File: src/rtl/ksa_seq_divider.sv
// ---------------------------------------------------------------------------
// ksa_seq_divider
//
// Sequential restoring divider: the divide path next to the Wallace /
// Kogge-Stone multiplier. One quotient bit is produced per clock. Each
// iteration does one trial subtraction R - divisor, built as a + ~b + 1 on a
// (WIDTH+1)-bit Kogge-Stone parallel-prefix adder.
//
// Optional feature (compile-time macro DIV_SIGNED_EN):
//   undefined : unsigned operands and results, no negation logic.
//   defined   : two's-complement operands. Magnitudes are taken at capture,
//               the unsigned core runs with the same latency, and results are
//               sign-corrected when they are committed (quotient truncates
//               toward zero, remainder takes the dividend's sign).
//
// Parameters:
//   WIDTH       operand, quotient and remainder width (>= 2)
//
// Ports:
//   clk          in   rising-edge clock
//   rst_n        in   synchronous active-low reset
//   start        in   request pulse, accepted only in IDLE
//   dividend     in   numerator, captured on accepted start
//   divisor      in   denominator, captured on accepted start
//   busy         out  high from the edge after an accepted start until DONE
//   done         out  one-cycle pulse, results valid
//   quotient     out  registered quotient
//   remainder    out  registered remainder
//   div_by_zero  out  registered flag: captured divisor was zero
//
// Handshake: start is a request that is accepted on a rising edge only when
// the FSM is in IDLE; anything presented in RUN/ZERO/FINISH/DONE is dropped.
// done is a single-cycle pulse during which quotient/remainder/div_by_zero
// are valid; they keep that value until the next completed operation.
//
// FSM walk (start edge = E0):
//   IDLE -E0-> RUN -E1..E(WIDTH)-> FINISH -E(WIDTH+1)-> DONE -> IDLE
//   IDLE -E0-> ZERO -E1-> FINISH -E2-> DONE -> IDLE
// FINISH is the commit step: the result registers are loaded on the edge
// that leaves it, so they change together with done rising. The current
// state is visible as state_q for debug.
// ---------------------------------------------------------------------------
module ksa_seq_divider #(
    parameter int WIDTH = 5
) (
    input  logic             clk,
    input  logic             rst_n,
    input  logic             start,
    input  logic [WIDTH-1:0] dividend,
    input  logic [WIDTH-1:0] divisor,
    output logic             busy,
    output logic             done,
    output logic [WIDTH-1:0] quotient,
    output logic [WIDTH-1:0] remainder,
    output logic             div_by_zero
);

    localparam int N      = WIDTH + 1;          // subtractor width
    localparam int STAGES = $clog2(N);          // prefix stages
    localparam int CW     = $clog2(WIDTH);      // iteration counter width

    typedef enum logic [2:0] {
        S_IDLE   = 3'd0,
        S_RUN    = 3'd1,
        S_ZERO   = 3'd2,
        S_FINISH = 3'd3,
        S_DONE   = 3'd4
    } state_t;

    state_t state_q, state_d;

    // Working registers
    logic [WIDTH:0]   rem_q,  rem_d;    // partial remainder R
    logic [WIDTH-1:0] qsr_q,  qsr_d;    // quotient shift register Q
    logic [WIDTH-1:0] dvsr_q, dvsr_d;   // divisor magnitude
    logic [WIDTH-1:0] dvnd_q, dvnd_d;   // dividend as presented (zero case)
    logic [CW-1:0]    cnt_q,  cnt_d;    // iterations remaining - 1
    logic             zero_q, zero_d;   // captured divisor was zero
    logic             sign_a_q, sign_a_d;
    logic             sign_b_q, sign_b_d;

    // Result registers
    logic [WIDTH-1:0] quotient_q,  quotient_d;
    logic [WIDTH-1:0] remainder_q, remainder_d;
    logic             dbz_q,       dbz_d;

    // -----------------------------------------------------------------------
    // Operand conditioning at capture
    // -----------------------------------------------------------------------
    logic [WIDTH-1:0] dividend_mag;
    logic [WIDTH-1:0] divisor_mag;
    logic             dividend_neg;
    logic             divisor_neg;

`ifdef DIV_SIGNED_EN
    assign dividend_neg = dividend[WIDTH-1];
    assign divisor_neg  = divisor[WIDTH-1];
    // The most-negative value maps onto itself, which read as unsigned is
    // exactly its magnitude, so the core needs no special case.
    assign dividend_mag = dividend_neg ? (~dividend + 1'b1) : dividend;
    assign divisor_mag  = divisor_neg  ? (~divisor  + 1'b1) : divisor;
`else
    assign dividend_neg = 1'b0;
    assign divisor_neg  = 1'b0;
    assign dividend_mag = dividend;
    assign divisor_mag  = divisor;
`endif

    // -----------------------------------------------------------------------
    // Kogge-Stone subtractor: ks_diff = ks_a - {0,divisor} = ks_a + ~b + 1
    // -----------------------------------------------------------------------
    logic [N-1:0] ks_a;       // shifted partial remainder {R, Q msb}
    logic [N-1:0] ks_b;       // inverted divisor
    logic [N-1:0] ks_hp;      // half-sum (bitwise propagate)
    logic [N-1:0] ks_carry;   // carry into each bit
    logic [N-1:0] ks_diff;
    logic         ks_cout;
    logic         borrow;

    logic [STAGES:0][N-1:0]   ks_g;   // group generate per stage
    logic [STAGES-1:0][N-1:0] ks_p;   // group propagate per stage

    assign ks_a  = {rem_q[WIDTH-1:0], qsr_q[WIDTH-1]};
    assign ks_b  = ~{1'b0, dvsr_q};
    assign ks_hp = ks_a ^ ks_b;

    // The +1 carry-in is folded into bit 0's generate so that every group
    // generate that reaches bit 0 already accounts for it.
    assign ks_g[0] = (ks_a & ks_b) | {{(N-1){1'b0}}, ks_hp[0]};
    assign ks_p[0] = ks_hp;

    genvar s, i;
    generate
        for (s = 0; s < STAGES; s++) begin : g_stage
            for (i = 0; i < N; i++) begin : g_bit
                if (i >= (1 << s)) begin : g_op
                    assign ks_g[s+1][i] = ks_g[s][i] |
                                          (ks_p[s][i] & ks_g[s][i-(1<<s)]);
                    if (s < STAGES - 1) begin : g_pnext
                        assign ks_p[s+1][i] = ks_p[s][i] & ks_p[s][i-(1<<s)];
                    end
                end else begin : g_pass
                    // This group already spans down to bit 0 (and the
                    // carry-in), so a full propagate implies a generate:
                    // g | p equals g here and just forwards the value.
                    assign ks_g[s+1][i] = ks_g[s][i] | ks_p[s][i];
                    if (s < STAGES - 1) begin : g_pnext
                        assign ks_p[s+1][i] = ks_p[s][i];
                    end
                end
            end
        end
    endgenerate

    assign ks_carry = {ks_g[STAGES][N-2:0], 1'b1};
    assign ks_diff  = ks_hp ^ ks_carry;
    assign ks_cout  = ks_g[STAGES][N-1];
    // A subtraction borrows exactly when the a + ~b + 1 add has no carry-out.
    assign borrow   = ~ks_cout;

    // -----------------------------------------------------------------------
    // Result correction on commit
    // -----------------------------------------------------------------------
    logic [WIDTH-1:0] quo_fix;
    logic [WIDTH-1:0] rem_fix;

`ifdef DIV_SIGNED_EN
    assign quo_fix = (sign_a_q ^ sign_b_q) ? (~qsr_q + 1'b1) : qsr_q;
    assign rem_fix = sign_a_q ? (~rem_q[WIDTH-1:0] + 1'b1) : rem_q[WIDTH-1:0];
`else
    assign quo_fix = qsr_q;
    assign rem_fix = rem_q[WIDTH-1:0];
`endif

    // -----------------------------------------------------------------------
    // FSM process 1: state and datapath registers
    // -----------------------------------------------------------------------
    always_ff @(posedge clk) begin
        if (!rst_n) begin
            state_q     <= S_IDLE;
            rem_q       <= '0;
            qsr_q       <= '0;
            dvsr_q      <= '0;
            dvnd_q      <= '0;
            cnt_q       <= '0;
            zero_q      <= 1'b0;
            sign_a_q    <= 1'b0;
            sign_b_q    <= 1'b0;
            quotient_q  <= '0;
            remainder_q <= '0;
            dbz_q       <= 1'b0;
        end else begin
            state_q     <= state_d;
            rem_q       <= rem_d;
            qsr_q       <= qsr_d;
            dvsr_q      <= dvsr_d;
            dvnd_q      <= dvnd_d;
            cnt_q       <= cnt_d;
            zero_q      <= zero_d;
            sign_a_q    <= sign_a_d;
            sign_b_q    <= sign_b_d;
            quotient_q  <= quotient_d;
            remainder_q <= remainder_d;
            dbz_q       <= dbz_d;
        end
    end

    // -----------------------------------------------------------------------
    // FSM process 2: next state
    // -----------------------------------------------------------------------
    always_comb begin
        state_d = state_q;
        case (state_q)
            S_IDLE: begin
                if (start) begin
                    state_d = (divisor == '0) ? S_ZERO : S_RUN;
                end
            end
            S_RUN: begin
                if (cnt_q == '0) begin
                    state_d = S_FINISH;
                end
            end
            S_ZERO:   state_d = S_FINISH;
            S_FINISH: state_d = S_DONE;
            S_DONE:   state_d = S_IDLE;
            default:  state_d = S_IDLE;
        endcase
    end

    // -----------------------------------------------------------------------
    // Datapath next values (driven by the current state)
    // -----------------------------------------------------------------------
    always_comb begin
        rem_d       = rem_q;
        qsr_d       = qsr_q;
        dvsr_d      = dvsr_q;
        dvnd_d      = dvnd_q;
        cnt_d       = cnt_q;
        zero_d      = zero_q;
        sign_a_d    = sign_a_q;
        sign_b_d    = sign_b_q;
        quotient_d  = quotient_q;
        remainder_d = remainder_q;
        dbz_d       = dbz_q;

        case (state_q)
            S_IDLE: begin
                if (start) begin
                    rem_d    = '0;
                    qsr_d    = dividend_mag;
                    dvsr_d   = divisor_mag;
                    dvnd_d   = dividend;
                    cnt_d    = CW'(WIDTH - 1);
                    zero_d   = (divisor == '0);
                    sign_a_d = dividend_neg;
                    sign_b_d = divisor_neg;
                end
            end
            S_RUN: begin
                // Shift {R,Q} left; keep the trial difference only when it
                // did not borrow, otherwise restore the shifted remainder.
                rem_d = borrow ? ks_a : ks_diff;
                qsr_d = {qsr_q[WIDTH-2:0], ~borrow};
                cnt_d = cnt_q - 1'b1;
            end
            S_FINISH: begin
                if (zero_q) begin
                    quotient_d  = '1;
                    remainder_d = dvnd_q;
                    dbz_d       = 1'b1;
                end else begin
                    quotient_d  = quo_fix;
                    remainder_d = rem_fix;
                    dbz_d       = 1'b0;
                end
            end
            default: begin
            end
        endcase
    end

    // -----------------------------------------------------------------------
    // FSM process 3: outputs
    // -----------------------------------------------------------------------
    always_comb begin
        busy = 1'b0;
        done = 1'b0;
        case (state_q)
            S_RUN, S_ZERO, S_FINISH: busy = 1'b1;
            S_DONE:                  done = 1'b1;
            default: begin
            end
        endcase
    end

    assign quotient    = quotient_q;
    assign remainder   = remainder_q;
    assign div_by_zero = dbz_q;

endmodule

File: config.mk
export PLATFORM = sky130hd
export DESIGN_NAME = ksa_seq_divider
export DESIGN_NICKNAME = d
export VERILOG_FILES = /design/src/rtl/ksa_seq_divider.sv
export SDC_FILE = /design/constraint.sdc
export NUM_CORES = 1
export LEC_CHECK = 0
export CAP_MARGIN = 40
export CORE_ASPECT_RATIO = 1.75
export CORE_MARGIN = 3
export CORE_UTILIZATION = 45
export CTS_BUF_LIST = sky130_fd_sc_hd__clkbuf_4 sky130_fd_sc_hd__clkbuf_8 sky130_fd_sc_hd__clkbuf_16
export CTS_CLUSTER_SIZE = 20
export DETAILED_ROUTE_END_ITERATION = 6
export PLACE_DENSITY_LB_ADDON = 0.12
export SYNTH_ARGS = -nofsm -noshare
export SYNTH_HDL_FRONTEND = slang
export SYNTH_SLANG_ARGS = --single-unit
File: constraint.sdc
create_clock -name clk -period 1.9 [get_ports clk]
set_input_delay 0.19 -clock clk [delete_from_list [all_inputs] [get_ports clk]]
set_output_delay 0.19 -clock clk [all_outputs]
set_load 0.03 [all_outputs]
==> impl_metrics.toml, run 1 <==
[final_layout]
final_util_pct = 61.6
fillers = 334
areaGrowthSynthToFinish_pct = 27.0
drive_above_1_share_pct = 12.8
nets = 264
fin_cells = 289
diodes = 0

[global_route]
grt_usage_pct = 19.1
grt_max_degree = 23
grt_pass1_vias = 1543
grt_pass1_wl_mm = 7.00
grt.overflow.total = 0
antenna_found_initial = 0

[timing]
period_share_pct = 97.3
period_minus_slack_ns = 1.85
worst_pin_slew_ns = 0.564
slew_violations = 0
slew_headroom_pct = 62.4
fin_skew_ns = 0.00354
max_freq_mhz = 541
hold_violations = 0
setup_viol = 0

[placed_design]
dp.cells = 280
io_buffers = 25
dp_hpwl_mm = 2.92
gp_congestion = 0.975

[synthesis]
synth_seq_cells = 38
synth_top_family_by_area = "simple AND/OR/NAND/NOR gates"
avgSynthCellArea_sq_um = 8.59
synthMuxAreaShare_pct = 3.87
synth_nets = 233
synth_edf_count = 0
synth_cells = 211
synth_seq_area_share_pct = 42.0
synth.most_common_cell = "nand2_1"
synth_warnings = 0
async_reset_ff_share_pct = 0
synth.distinct_cells = 36
synthTopCellsByArea = "dfxtp_1 (42%), nand2_1 (8.9%), ha_1 (5.5%)"
synth_top_area_share_pct = 42.0
synth_common_cells = "nand2_1 (43), dfxtp_1 (38), nor2_1 (18)"
synthSimpleGateAreaFrac_pct = 21.6
synthAdderAreaFrac_pct = 6.63
synth_xor_area_share_pct = 0.967
synth_flop_cell = "dfxtp_1"
synth-compound-area-share_pct = 19.8
synth_top_cell_by_area = "dfxtp_1"
netlist_area_sq_um = 1810

[worst_setup_path]
setup.worst_path.class = "flip-flop to flip-flop"
start_kind = "flip-flop"
critPathArrivalTime_ns = 2.03
worstSetupEndpointType = "flip-flop"
cp_data_required_time_ns = 2.08
path_max_fanout = 8

[floorplan]
die_h_microns = 89.9
initial_core_util_pct = 48.5
die-width_microns = 54.0
io_pins = 26
rows = 29
coreArea_sq_um = 3740
dieArea_sq_um = 4850

[clocking]
cts_sinks = 38
clockBufferDepth = 2
cts_hold_buf = 0
insertion_delay_ns = 0.29
cts_buffers = 5
h-tree-depth = 2
root_buffer = "clkbuf_8"
path_clk_slew_ns = 0.08
cts_tree = "done"

[flow_run]
max_cap_violations = 0

[routing]
wl_per_cell_microns = 14.6
drc = 0
postRouteAntennaNets = 0
wl_mm = 4.21
vias = 1565
initialDrtViolationCount = 50
drt_first_pass_iters = 4
via_per_inst = 5.42

[power_and_ir_drop]
power.total_mw = 2.26
max-vdd-ir-drop_mv = 0.707
leakagePower_nw = 0.932
power_density_nw_per_um2 = 984

[worst_hold_path]
hp-class = "flip-flop to flip-flop"

[run_status]
outcome = "completed"
repair_timing:
item / CTS / global route
endpoints found under the setup margin: 3 / 6
pin swaps: 1 / 2
cloned: 0 / 0
gates resized for setup: 1 / 13
buffers inserted: 0 / 1
registers in the layout (all words and copies together), names as in the netlist:
| name | count |
|---|---|
| dvsr_q | 5 |
| rem_q | 5 |
| quotient | 5 |
| qsr_q | 5 |
| div_by_zero | 1 |
| state_q | 3 |
| zero_q | 1 |
| dvnd_q | 5 |
| remainder | 5 |
| cnt_q | 3 |
layer usage:
metal  wire [microns]  part of all wire [%]  GRT usage [%]
met2             2210                    52           31.1
met3              183                   4.3           4.64
met4               99                   2.3           8.10
met1             1720                    41           22.7
met5                0                     0              0
stage by stage:
stage	setup TNS (ns)	hold WS [ns]	setup slack (ns)	area [sq um]
after CTS	0	0.460	0.00297	2240
final	0	0.459	0.0514	2300
after floorplan	0	0.326	0.165	1810
after global routing	-0.0102	0.479	-0.0102	2300
after global placement	0	0.447	0.0704	2130
after detailed placement	0	0.450	0.00419	2130
cells in the final DEF, fill, tap and decap left out, drive strengths merged, types with 5 or more instances in the layout:
master / netlist / final
a21boi: 9 / 9
nand2: 43 / 43
inv: 12 / 12
nand3: 8 / 8
o211a: 6 / 6
dfxtp: 38 / 38
clkdlybuf4s50: 0 / 23
a21oi: 10 / 10
clkbuf: 4 / 5
ha: 8 / 8
a31oi: 6 / 6
buf: 6 / 9
nor2: 18 / 18
mux2i: 7 / 7
o21ai: 8 / 8
final timing paths:
| path | start | to | slack [ns] | depth (start not counted) |
|---|---|---|---|---|
| worst min-delay path | dvsr_q[4]$_SDFFE_PN0P_ | dvsr_q[4]$_SDFFE_PN0P_ | 0.46 | 2 |
| worst max register to register | rem_q[1]$_SDFFE_PN0P_ | rem_q[3]$_SDFFE_PN0P_ | 0.05 | 5 |
| worst min register to register | dvsr_q[4]$_SDFFE_PN0P_ | dvsr_q[4]$_SDFFE_PN0P_ | 0.46 | 2 |
| worst max-delay path | rem_q[1]$_SDFFE_PN0P_ | rem_q[3]$_SDFFE_PN0P_ | 0.05 | 5 |
power breakdown:
| group | total, mW | switching, mW | internal (mW) |
|---|---|---|---|
| combinational | 0.637 | 0.347 | 0.290 |
| sequential | 0.950 | 0.0717 | 0.878 |
| clock | 0.678 | 0.292 | 0.386 |
logic make-up after synthesis:
| logic type | Yosys count |
|---|---|
| and+or+nand+nor | 84 |
| AOI/OAI and AO/OA | 49 |
| DFF | 38 |
| buffers and inverters | 22 |
| adders and majority gates | 9 |
| muxes | 7 |
| xor gates and xnor gates | 2 |
final cells by class:
| class | instances | area (sq um) | share of cell area (%) |
|---|---|---|---|
| flip-flops and latches | 38 | 766 | 33.3 |
| well taps | 46 | 57.6 | 2.50 |
| clock inverters | 3 | 40.0 | 1.74 |
| inverters | 12 | 47.5 | 2.07 |
| multi-input cells | 151 | 1000 | 43.6 |
| repair buffers | 34 | 319 | 13.9 |
| clock buffers | 5 | 68.8 | 2.99 |
worst max-delay path, stage by stage, from the launching register on:
cell      delay (ns)
dfxtp_1         0.36
ha_1            0.39
and3_1          0.24
a221oi_4        0.42
mux2i_1         0.27
o21ai_2         0.06
Note: power is estimated with default switching activity, not from simulation.
==> inputs of run 2 (changes only) <==
SKIP_CTS_REPAIR_TIMING = 1   (was unset)
==> impl_metrics.toml, run 2 (synthesized netlist as in run 1, its figures left out) <==
[final_layout]
layout_common_cells = "nand2_1 (43), dfxtp_1 (36), clkdlybuf4s50_1 (23), nor2_1 (18), inv_1 (11)"
layout_commonest_cell = "nand2_1"
diodes = 0
fillers = 340
nets = 264
multi_input_area_sq_um = 973
fin_cells = 289
ff_latch_area_sq_um = 763
drive_above_1_share_pct = 11.5
areaGrowthSynthToFinish_pct = 25.3

[worst_hold_path]
min_from = "dvnd_q[4]$_SDFFE_PN0P_"
hp-class = "flip-flop to flip-flop"
min_path_cells = 2
hold_end = "dvnd_q[4]$_SDFFE_PN0P_"

[placed_design]
gp_congestion = 0.975
io_buffers = 25
dp.cells = 280
place_ws_ns = 0.00419
dp_hpwl_mm = 2.92

[clocking]
insertion_delay_ns = 0.29
path_clk_slew_ns = 0.08
clockBufferDepth = 2
cts_tree = "done"
cts_buffers = 5
cts_sinks = 38
root_buffer = "clkbuf_8"
h-tree-depth = 2

[worst_setup_path]
max_stage_delay_ns = 0.39
cp-startpoint = "rem_q[1]$_SDFFE_PN0P_"
reg2reg_depth = 6
worstSetupEndpointType = "flip-flop"
cp_data_required_time_ns = 2.09
rr_startpoint = "rem_q[1]$_SDFFE_PN0P_"
crit_slowest_cell = "ha_1"
path_cells = "ha_1, and3_1, a221oi_4, buf_4, mux2i_1, o21ai_2"
rrSetupSlack_ns = 0.07
setup.worst_path.class = "flip-flop to flip-flop"
critical-path-top-delay-family = "adder cells"
critPathArrivalTime_ns = 2.01
start_kind = "flip-flop"
path_max_fanout = 8
crit_buf_inv = 1
timing.rr.end = "rem_q[3]$_SDFFE_PN0P_"

[timing]
hold_violations = 0
max_freq_mhz = 547
worst_pin_slew_ns = 0.562
slew_headroom_pct = 62.5
worst_slack_ns = 0.0724
slew_violations = 0
fin_skew_ns = 0.00318
fin_hold_ws_ns = 0.459
period_share_pct = 96.2
setup_viol = 0
period_minus_slack_ns = 1.83

[floorplan]
rows = 29
coreArea_sq_um = 3740
die-width_microns = 54.0
dieArea_sq_um = 4850
die_h_microns = 89.9
initial_core_util_pct = 48.5
io_pins = 26

[power_and_ir_drop]
power.total_mw = 2.25
leakagePower_nw = 0.944
max-vdd-ir-drop_mv = 0.670
switching_share_pct = 31.2
pwr-share-clk_pct = 30.1
p_int_mw = 1.55
p_switching_mw = 0.704
power_density_nw_per_um2 = 993
p_comb_share_pct = 27.9
seqPwrFrac_pct = 41.9

[routing]
vias = 1556
drc = 0
drt_first_pass_iters = 5
postRouteAntennaNets = 0
wl_mm = 4.09
via_per_inst = 5.38
initialDrtViolationCount = 41
wl_per_cell_microns = 14.1

[global_route]
grt_usage_pct = 19.1
grt_pass1_vias = 1543
grt.overflow.total = 0
grt_max_degree = 23
antenna_found_initial = 0
grt_pass1_wl_mm = 7.00

[flow_run]
max_cap_violations = 0

[run_status]
outcome = "completed"
==> run 2: changes by cell type in the layout (fill, tap and decap cells not counted), moves of 2 or more <==
cell / change
dfxtp_1: +2
dfxtp_2: -2
ha_1: +2
ha_4: -3
o311ai_0: -2
o311ai_1: +2
==> run 2: layout make-up <==
cell class | instances | area share, %
sequential | 38 | 33.6
tap | 46 | 2.53
clock inverter | 3 | 1.76
timing repair buffer | 34 | 14.2
clock buffer | 5 | 3.03
multi-input combinational | 151 | 42.9
inverter | 12 | 1.98
==> run 2: how the worst max path moves through the flow <==
stage                     slack [ns]  cells past startpoint                     to
after global routing           -0.01                      7  rem_q[3]$_SDFFE_PN0P_
final                           0.07                      6  rem_q[3]$_SDFFE_PN0P_
after CTS                      -0.05                      3                   done
after detailed placement       0.004                      6  rem_q[3]$_SDFFE_PN0P_
after global placement          0.07                      6  rem_q[3]$_SDFFE_PN0P_
after floorplan                 0.16                      6  rem_q[3]$_SDFFE_PN0P_
==> run 2: per-stage QoR <==
stage | instance area, sq um | utilization [%] | setup TNS [ns]
finish | 2270 | 60.8 | 0
global route | 2270 | 60.8 | -0.00980
CTS | 2240 | 60.0 | -0.0732
detailed placement | 2130 | 57.0 | 0
global placement | 2130 | 57.0 | 0
floorplan | 1810 | - | 0
==> run 2: worst register-to-register path, stage by stage (launching register included) <==
cell and delay, ns:
dfxtp_1 0.36, ha_1 0.39, and3_1 0.25, a221oi_4 0.24, buf_4 0.20, mux2i_1 0.22
o21ai_2 0.06
==> run 2: routing by layer <==
metal	share of wire (%)	GRT usage [%]	up-vias
met5	0	0	-
met4	1.8	8.10	0
met3	4.3	4.64	7
met2	53	31.1	37
met1	41	22.7	730
li1	-	-	782
==> run 2: power by group through the flow <==
| stage | clock network [mW] | logic [mW] | registers, mW |
|---|---|---|---|
| 4_1_cts | 0.690 | 0.601 | 0.943 |
| 5_1_grt | 0.723 | 0.694 | 0.957 |
| 6_report | 0.679 | 0.630 | 0.945 |
| 2_1_floorplan | 0 | 0.385 | 0.979 |
| 3_5_place_dp | 0 | 0.594 | 0.962 |
| 3_3_place_gp | 0 | 0.579 | 0.958 |
==> inputs of run 3 (changes only) <==
GPL_TIMING_DRIVEN = 0   (was unset)
==> impl_metrics.toml, run 3 (synthesized netlist as in run 1, its figures left out) <==
[run_status]
outcome = "completed"

[timing]
max_freq_mhz = 553
period_minus_slack_ns = 1.81
slew_headroom_pct = 62.8
setup_tns_ns = 0
slew_violations = 0
period_share_pct = 95.2
worst_pin_slew_ns = 0.558
hold_violations = 0
setup_viol = 0
fin_hold_ws_ns = 0.454
fin_skew_ns = 0.00372

[worst_setup_path]
start_kind = "flip-flop"
worstSetupEndpointType = "flip-flop"
critPathArrivalTime_ns = 1.99
setup.worst_path.class = "flip-flop to flip-flop"
cp_data_required_time_ns = 2.08
rrSetupSlack_ns = 0.09
path_max_fanout = 4
reg2reg_depth = 8

[final_layout]
drive_above_1_share_pct = 10.6
nets = 268
diodes = 0
areaGrowthSynthToFinish_pct = 24.2
layout_commonest_cell = "nand2_1"
fillers = 346
final_util_pct = 60.2
layout_common_cells = "nand2_1 (43), dfxtp_1 (37), clkdlybuf4s50_1 (23), nor2_1 (18), inv_1 (11)"

[floorplan]
rows = 29
initial_core_util_pct = 48.5
coreArea_sq_um = 3740
io_pins = 26
die_h_microns = 89.9
dieArea_sq_um = 4850
die-width_microns = 54.0

[flow_run]
max_cap_violations = 0

[placed_design]
io_buffers = 25
dp_hpwl_mm = 2.96
gp_congestion = 0.787

[routing]
postRouteAntennaNets = 0
wl_per_cell_microns = 13.6
via_per_inst = 5.26
initialDrtViolationCount = 23
drt_first_pass_iters = 4
wl_mm = 3.96
drc = 0
vias = 1536

[worst_hold_path]
min_path_cells = 2
hp-class = "flip-flop to flip-flop"

[global_route]
antenna_found_initial = 0
grt_max_degree = 12
grt.overflow.total = 0
grt_pass1_wl_mm = 6.91
grt_usage_pct = 19.0
grt_pass1_vias = 1531

[clocking]
h-tree-depth = 2
cts_buffers = 5
insertion_delay_ns = 0.29
clockBufferDepth = 2
root_buffer = "clkbuf_8"
cts_sinks = 38
cts_tree = "done"
path_clk_slew_ns = 0.07

[power_and_ir_drop]
power.total_mw = 2.09
power_density_nw_per_um2 = 930
max-vdd-ir-drop_mv = 0.716
leakagePower_nw = 0.932
[run 3: cell count changes in the layout (fill, tap and decap cells not counted), sizes merged]
cell	delta
clkbuf	+4
bufinv	-1
[run 3: path summary, 6_finish.rpt]
| path | start | end |
|---|---|---|
| worst max-delay path | qsr_q[4]$_SDFFE_PN0P_ | rem_q[3]$_SDFFE_PN0P_ |
| worst min-delay path | dvsr_q[4]$_SDFFE_PN0P_ | dvsr_q[4]$_SDFFE_PN0P_ |
| worst max register to register | qsr_q[4]$_SDFFE_PN0P_ | rem_q[3]$_SDFFE_PN0P_ |
| worst min register to register | dvsr_q[4]$_SDFFE_PN0P_ | dvsr_q[4]$_SDFFE_PN0P_ |
[run 3: through the flow]
| step | instances | cell area [sq um] | setup WS, ns |
|---|---|---|---|
| 2_1_floorplan | 211 | 1810 | 0.165 |
| 3_3_place_gp | 282 | 2120 | -0.0235 |
| 3_5_place_dp | 282 | 2120 | -0.0313 |
| 4_1_cts | 289 | 2200 | -0.0642 |
| 5_1_grt | 292 | 2250 | -0.0118 |
| 6_report | 292 | 2250 | 0.0912 |
[run 3: layout make-up]
class                      instances  area [sq um]  share of cell area, %
sequential                        38           764                   34.0
buffer                            10          47.5                   2.11
inverter                          12          45.0                   2.00
timing repair buffer              28           278                   12.3
tap                               46          57.6                   2.56
clock inverter                     2          10.0                  0.445
clock buffer                       5          68.8                   3.06
multi-input combinational        151           980                   43.5
[run 3: worst max-delay path: stages, from the launching register on]
cell and delay (ns):
dfxtp_4 0.36, inv_2 0.08, ha_2 0.17, fa_1 0.16
a21bo_4 0.24, a221oi_4 0.26, buf_4 0.16, mux2i_1 0.20
o21ai_2 0.06
[run 3: metal layers]
metal	vias to the layer above	global-route usage [%]	part of all wire, %
met5	-	0	0
met4	0	8.10	2.6
met3	10	4.80	3.8
met2	28	32.4	52
met1	707	21.2	42
li1	791	-	-
[run 3: power by group]
| part | internal (mW) | switching [mW] | total [mW] |
|---|---|---|---|
| Clock | 0.246 | 0.271 | 0.517 |
| Sequential | 0.877 | 0.0669 | 0.944 |
| Combinational | 0.297 | 0.336 | 0.633 |
==> variant 1 (flow settings as in run 2) <==
`qsr_q` and `dvsr_q` no longer have a reset.
--- a/src/rtl/ksa_seq_divider.sv
+++ b/src/rtl/ksa_seq_divider.sv
@@ -181,4 +181,2 @@
             rem_q       <= '0;
-            qsr_q       <= '0;
-            dvsr_q      <= '0;
             dvnd_q      <= '0;
@@ -194,4 +192,2 @@
             rem_q       <= rem_d;
-            qsr_q       <= qsr_d;
-            dvsr_q      <= dvsr_d;
             dvnd_q      <= dvnd_d;
@@ -205,2 +201,7 @@
         end
+    end
+
+    always_ff @(posedge clk) begin
+        qsr_q  <= qsr_d;
+        dvsr_q <= dvsr_d;
     end
Behaviour: same outputs for any inputs over 10 cycles, from zero or initial values and one cycle with rst_n low; that may be too few to reach the edited logic, so the function may still have changed.
==> variant 1 against run 2 <==
- the run now ends with negative setup slack left
- global-route usage rose by 0.63 points
- total power rose by 18%
- highest routed layer unchanged
- wire length increased by 0.12%
- largest cell class unchanged
- synthesized area is 0.97% lower
- sequential power is 17% higher
- worst setup slack worse by 0.11 ns
- critical path depth up 2
- sequential cell count is the same
- largest power group unchanged
- combinational power rose by 60%
- clock power fell by 21%
- count of clock-buffer cells in the layout unchanged
- core utilization grew 1.6 points
- design area rose by 2.7%
==> variant 1: results (changes against run 2) <==
<table>
<tr><th>Metric</th><th>Value</th></tr>
<tr><th colspan="2">Drt</th></tr>
<tr><td>Iteration-0 DRC Markers</td><td>28 (was 41)</td></tr>
<tr><td>First-pass iteration count of the detailed router</td><td>4 (was 5)</td></tr>
<tr><th colspan="2">Placed design</th></tr>
<tr><td>Final Wtd Congestion</td><td>0.815 (was 0.975)</td></tr>
<tr><th colspan="2">Layout</th></tr>
<tr><td>Fill count</td><td>322 (was 340)</td></tr>
<tr><td>Layout cells sized above 1</td><td>0.164 (was 0.115)</td></tr>
<tr><td>Nets</td><td>253 (was 264)</td></tr>
<tr><td>Clock buf/inv share</td><td>0.0359 (was 0.0479)</td></tr>
<tr><td>Final Non-Filler Cells</td><td>278 (was 289)</td></tr>
<tr><td>Repair and plain buffers</td><td>39 (was 34)</td></tr>
<tr><td>Final sequential cell count</td><td>38 (unchanged)</td></tr>
<tr><td>Count of inverters not on the clock network in the layout</td><td>14 (was 12)</td></tr>
<tr><td>Signal buf overhead</td><td>0.153 (was 0.142)</td></tr>
<tr><th colspan="2">Logic synthesis</th></tr>
<tr><td>Count of flip-flops with a built-in enable after synthesis</td><td>10 (was 0)</td></tr>
<tr><td>Post-Synth XOR/XNOR Area</td><td>0.00976 (was 0.00967)</td></tr>
<tr><td>Part of the Yosys area used for sequential elements</td><td>0.480 (was 0.420)</td></tr>
<tr><th colspan="2">Hold path</th></tr>
<tr><td>Hold Startpoint</td><td>cnt_q[0] (was dvnd_q[4])</td></tr>
<tr><td>Hold Path End</td><td>cnt_q[0] (was dvnd_q[4])</td></tr>
<tr><th colspan="2">STA</th></tr>
<tr><td>Clock Skews</td><td>0.00790 ns (was 0.00318 ns)</td></tr>
<tr><td>Final number of setup-violating endpoints</td><td>4 (was 0)</td></tr>
<tr><td>Worst slew margin relative to its limit</td><td>0.526 (was 0.625)</td></tr>
<tr><td>Post-route worst setup slack</td><td>-0.0335 ns (was 0.0724 ns)</td></tr>
<tr><th colspan="2">Power</th></tr>
<tr><td>Sequential power share</td><td>0.417 (was 0.419)</td></tr>
<tr><td>Peak ir drop on the vdd network</td><td>797 uV (was 670 uV)</td></tr>
<tr><th colspan="2">Run status</th></tr>
<tr><td>Violated checks</td><td>negative setup slack</td></tr>
<tr><td>Run status</td><td>finished with violations (was complete, no violations)</td></tr>
<tr><th colspan="2">Setup path</th></tr>
<tr><td>Worst r2r path cells</td><td>8 (was 6)</td></tr>
<tr><td>Data arrival time of the worst path</td><td>2.12 ns (was 2.01 ns)</td></tr>
<tr><th colspan="2">Global route</th></tr>
<tr><td>Global-route wire length before repair</td><td>6.71 mm (was 7.00 mm)</td></tr>
</table>
[variant 1: changes by cell type after synthesis, moves of 7 or more]
cell                       delta
sky130_fd_sc_hd__o21ai_0      +9
sky130_fd_sc_hd__nand2_1     -19
sky130_fd_sc_hd__edfxtp_1    +10
sky130_fd_sc_hd__nor2_1       +9
sky130_fd_sc_hd__dfxtp_1     -10
sky130_fd_sc_hd__a21boi_0     -9
sky130_fd_sc_hd__nand3_1      -7
[variant 1: worst reg2reg max path, delay by kind of cell (launching register included)]
family / cells / cell delay (ns)
fa+ha+maj: 2 / 0.52
flops: 1 / 0.43
simple gates: 1 / 0.07
buf+inv: 1 / 0.17
compound gates: 4 / 0.67
[variant 1: per-stage QoR]
step	total power, mW	instance area, um^2	setup TNS (ns)
global placement	1.98	2160	-0.0936
CTS	2.57	2240	-0.577
floorplan	1.67	1790	0
global route	2.83	2330	-0.485
detailed placement	2.02	2160	-0.593
finish	2.65	2330	-0.109
[variant 1: how the worst max path moves through the flow]
stage                          end  slack, ns
final                     rem_q[1]      -0.03
after floorplan           rem_q[4]      0.004
after global routing      rem_q[2]      -0.14
after detailed placement  rem_q[4]      -0.14
after global placement    rem_q[4]      -0.05
after CTS                 rem_q[4]      -0.14
[variant 1: logic make-up (layout without fill, tap and decap cells)]
kind of cell,count (synthesis),count (layout)
AND/OR/NAND/NOR,66,66
AO/OA/AOI/OAI,47,47
flip-flops,38,38
buffers and inverters,20,61
adder cells (fa/ha/maj),9,9
multiplexers,9,9
XOR/XNOR,2,2
[variant 1: routing by layer]
layer	wire length, um	global-route usage	part of all wire
met3	158	0.0467	0.039
met1	1490	0.195	0.36
met5	0	0	0
met4	176	0.102	0.043
met2	2270	0.361	0.55
==> variant 2 (flow settings as in run 2) <==
Made on the original files. Build with the macro `DIV_SIGNED_EN` defined.
--- a/src/rtl/ksa_seq_divider.sv
+++ b/src/rtl/ksa_seq_divider.sv
@@ -42,2 +42,4 @@
 // ---------------------------------------------------------------------------
+`define DIV_SIGNED_EN
+
 module ksa_seq_divider #(
Check against the original RTL: not equivalent (Yosys sat finds a counterexample within 10 cycles, from zero or initial values and one cycle with rst_n low).
==> variant 2 against run 2 <==
- the run now ends with negative setup slack left
- maximum frequency fell by 6.1%
- worst setup slack worse by 0.12 ns
- sequential cell count grew 1
- synthesized area rose by 20%
- sequential share of layout area shrank 4.4 points
- count of clock-buffer cells in the layout did not move
- design area is 19% higher
- die area is 18% higher
- hold slack better by 0.0061 ns
- synthesized cell count grew 22%
- wire length grew 14%
- cell count rose by 20%
- largest cell class unchanged
- highest routed layer unchanged
Power is not compared: it rests on default switching activity, and its combinational part moved more than twofold at a synthesized area within 25%.
==> variant 2: results (changes against run 2) <==
<table>
<tr><th>Metric</th><th>Value</th></tr>
<tr><th colspan="2">Run status</th></tr>
<tr><td>Run status</td><td>finished with violations (was complete, no violations)</td></tr>
<tr><td>Violated checks</td><td>negative setup slack</td></tr>
<tr><th colspan="2">Drt</th></tr>
<tr><td>First-pass iteration count of the detailed router</td><td>4 (was 5)</td></tr>
<tr><td>Length of routed wiring on met1</td><td>2.03 mm (was 1.68 mm)</td></tr>
<tr><td>Total via count in the routed design</td><td>1850 (was 1556)</td></tr>
<tr><td>Met3 layer wire length in the routed design</td><td>113 um (was 177 um)</td></tr>
<tr><td>Detailed-route wire length per cell</td><td>13.4 um (was 14.1 um)</td></tr>
<tr><th colspan="2">Setup path</th></tr>
<tr><td>Data arrival time of the worst path</td><td>2.17 ns (was 2.01 ns)</td></tr>
<tr><td>Top cell family by delay on the critical path</td><td>compound AO/OA/AOI/OAI gates (was adder cells)</td></tr>
<tr><td>Critical-path maximum fanout</td><td>4 (was 8)</td></tr>
<tr><td>Critical-path top delay cell</td><td>sky130_fd_sc_hd__fa_2 (was sky130_fd_sc_hd__ha_1)</td></tr>
<tr><th colspan="2">Global route</th></tr>
<tr><td>Largest net degree at the start of global routing</td><td>22 (was 23)</td></tr>
<tr><td>Overall global routing resource usage</td><td>0.171 (was 0.191)</td></tr>
<tr><td>Global-route wire length before repair</td><td>7.80 mm (was 7.00 mm)</td></tr>
<tr><td>Vias in the first global route</td><td>1722 (was 1543)</td></tr>
<tr><th colspan="2">STA</th></tr>
<tr><td>Post-route worst setup slack</td><td>-0.0474 ns (was 0.0724 ns)</td></tr>
<tr><td>Setup TNS</td><td>-0.0752 ns (was 0 ns)</td></tr>
<tr><td>Clock Skews</td><td>0.00714 ns (was 0.00318 ns)</td></tr>
<tr><td>Final number of setup-violating endpoints</td><td>2 (was 0)</td></tr>
<tr><th colspan="2">Placed design</th></tr>
<tr><td>Post-DP Area</td><td>2530 um^2 (was 2130 um^2)</td></tr>
<tr><td>Pre-CTS setup slack</td><td>-0.0454 ns (was 0.00419 ns)</td></tr>
<tr><td>Placed Instances</td><td>336 (was 280)</td></tr>
<tr><th colspan="2">Logic synthesis</th></tr>
<tr><td>Synthesized netlist cell count</td><td>258 (was 211)</td></tr>
<tr><td>Net count after synthesis</td><td>284 (was 233)</td></tr>
<tr><td>Number of distinct library cell variants in the gate-level netlist after synthesis</td><td>44 (was 36)</td></tr>
<tr><td>Top post-synthesis cells by count</td><td>sky130_fd_sc_hd__nand2_1 (43), sky130_fd_sc_hd__dfxtp_1 (39), sky130_fd_sc_hd__inv_1 (18), sky130_fd_sc_hd__o21ai_0 (18) (was sky130_fd_sc_hd__nand2_1 (43), sky130_fd_sc_hd__dfxtp_1 (38), sky130_fd_sc_hd__nor2_1 (18))</td></tr>
<tr><th colspan="2">Layout</th></tr>
<tr><td>Layout cells sized above 1</td><td>0.149 (was 0.115)</td></tr>
<tr><td>Final Non-Filler Cells</td><td>347 (was 289)</td></tr>
<tr><th colspan="2">Power</th></tr>
<tr><td>Tot Pwr</td><td>3.47 mW</td></tr>
</table>
-- variant 2: worst paths after layout --
path,depth (start not counted),to,start,slack (ns)
hold reg to reg,2,remainder[1],remainder[1],0.46
setup / recovery,9,rem_q[0],qsr_q[4],-0.05
hold / removal,2,remainder[1],remainder[1],0.46
setup reg to reg,9,rem_q[0],qsr_q[4],-0.05
-- variant 2: layout make-up --
cell class	instances	area (um^2)
Sequential cell	39	787
Timing Repair Buffer	40	369
Clock inverter	3	43.8
Fill cell	433	1830
Multi-Input combinational cell	190	1290
Clock buffer	5	68.8
Inverter	19	73.8
Tap cell	51	63.8
-- variant 2: logic make-up after synthesis --
logic type	Yosys count	share of synthesized area
xor+xnor	12	0.0482
fa+ha+maj	13	0.0781
buf+inv	29	0.0603
simple gates	93	0.218
flops	39	0.358
mux	6	0.0281
compound gates	66	0.209
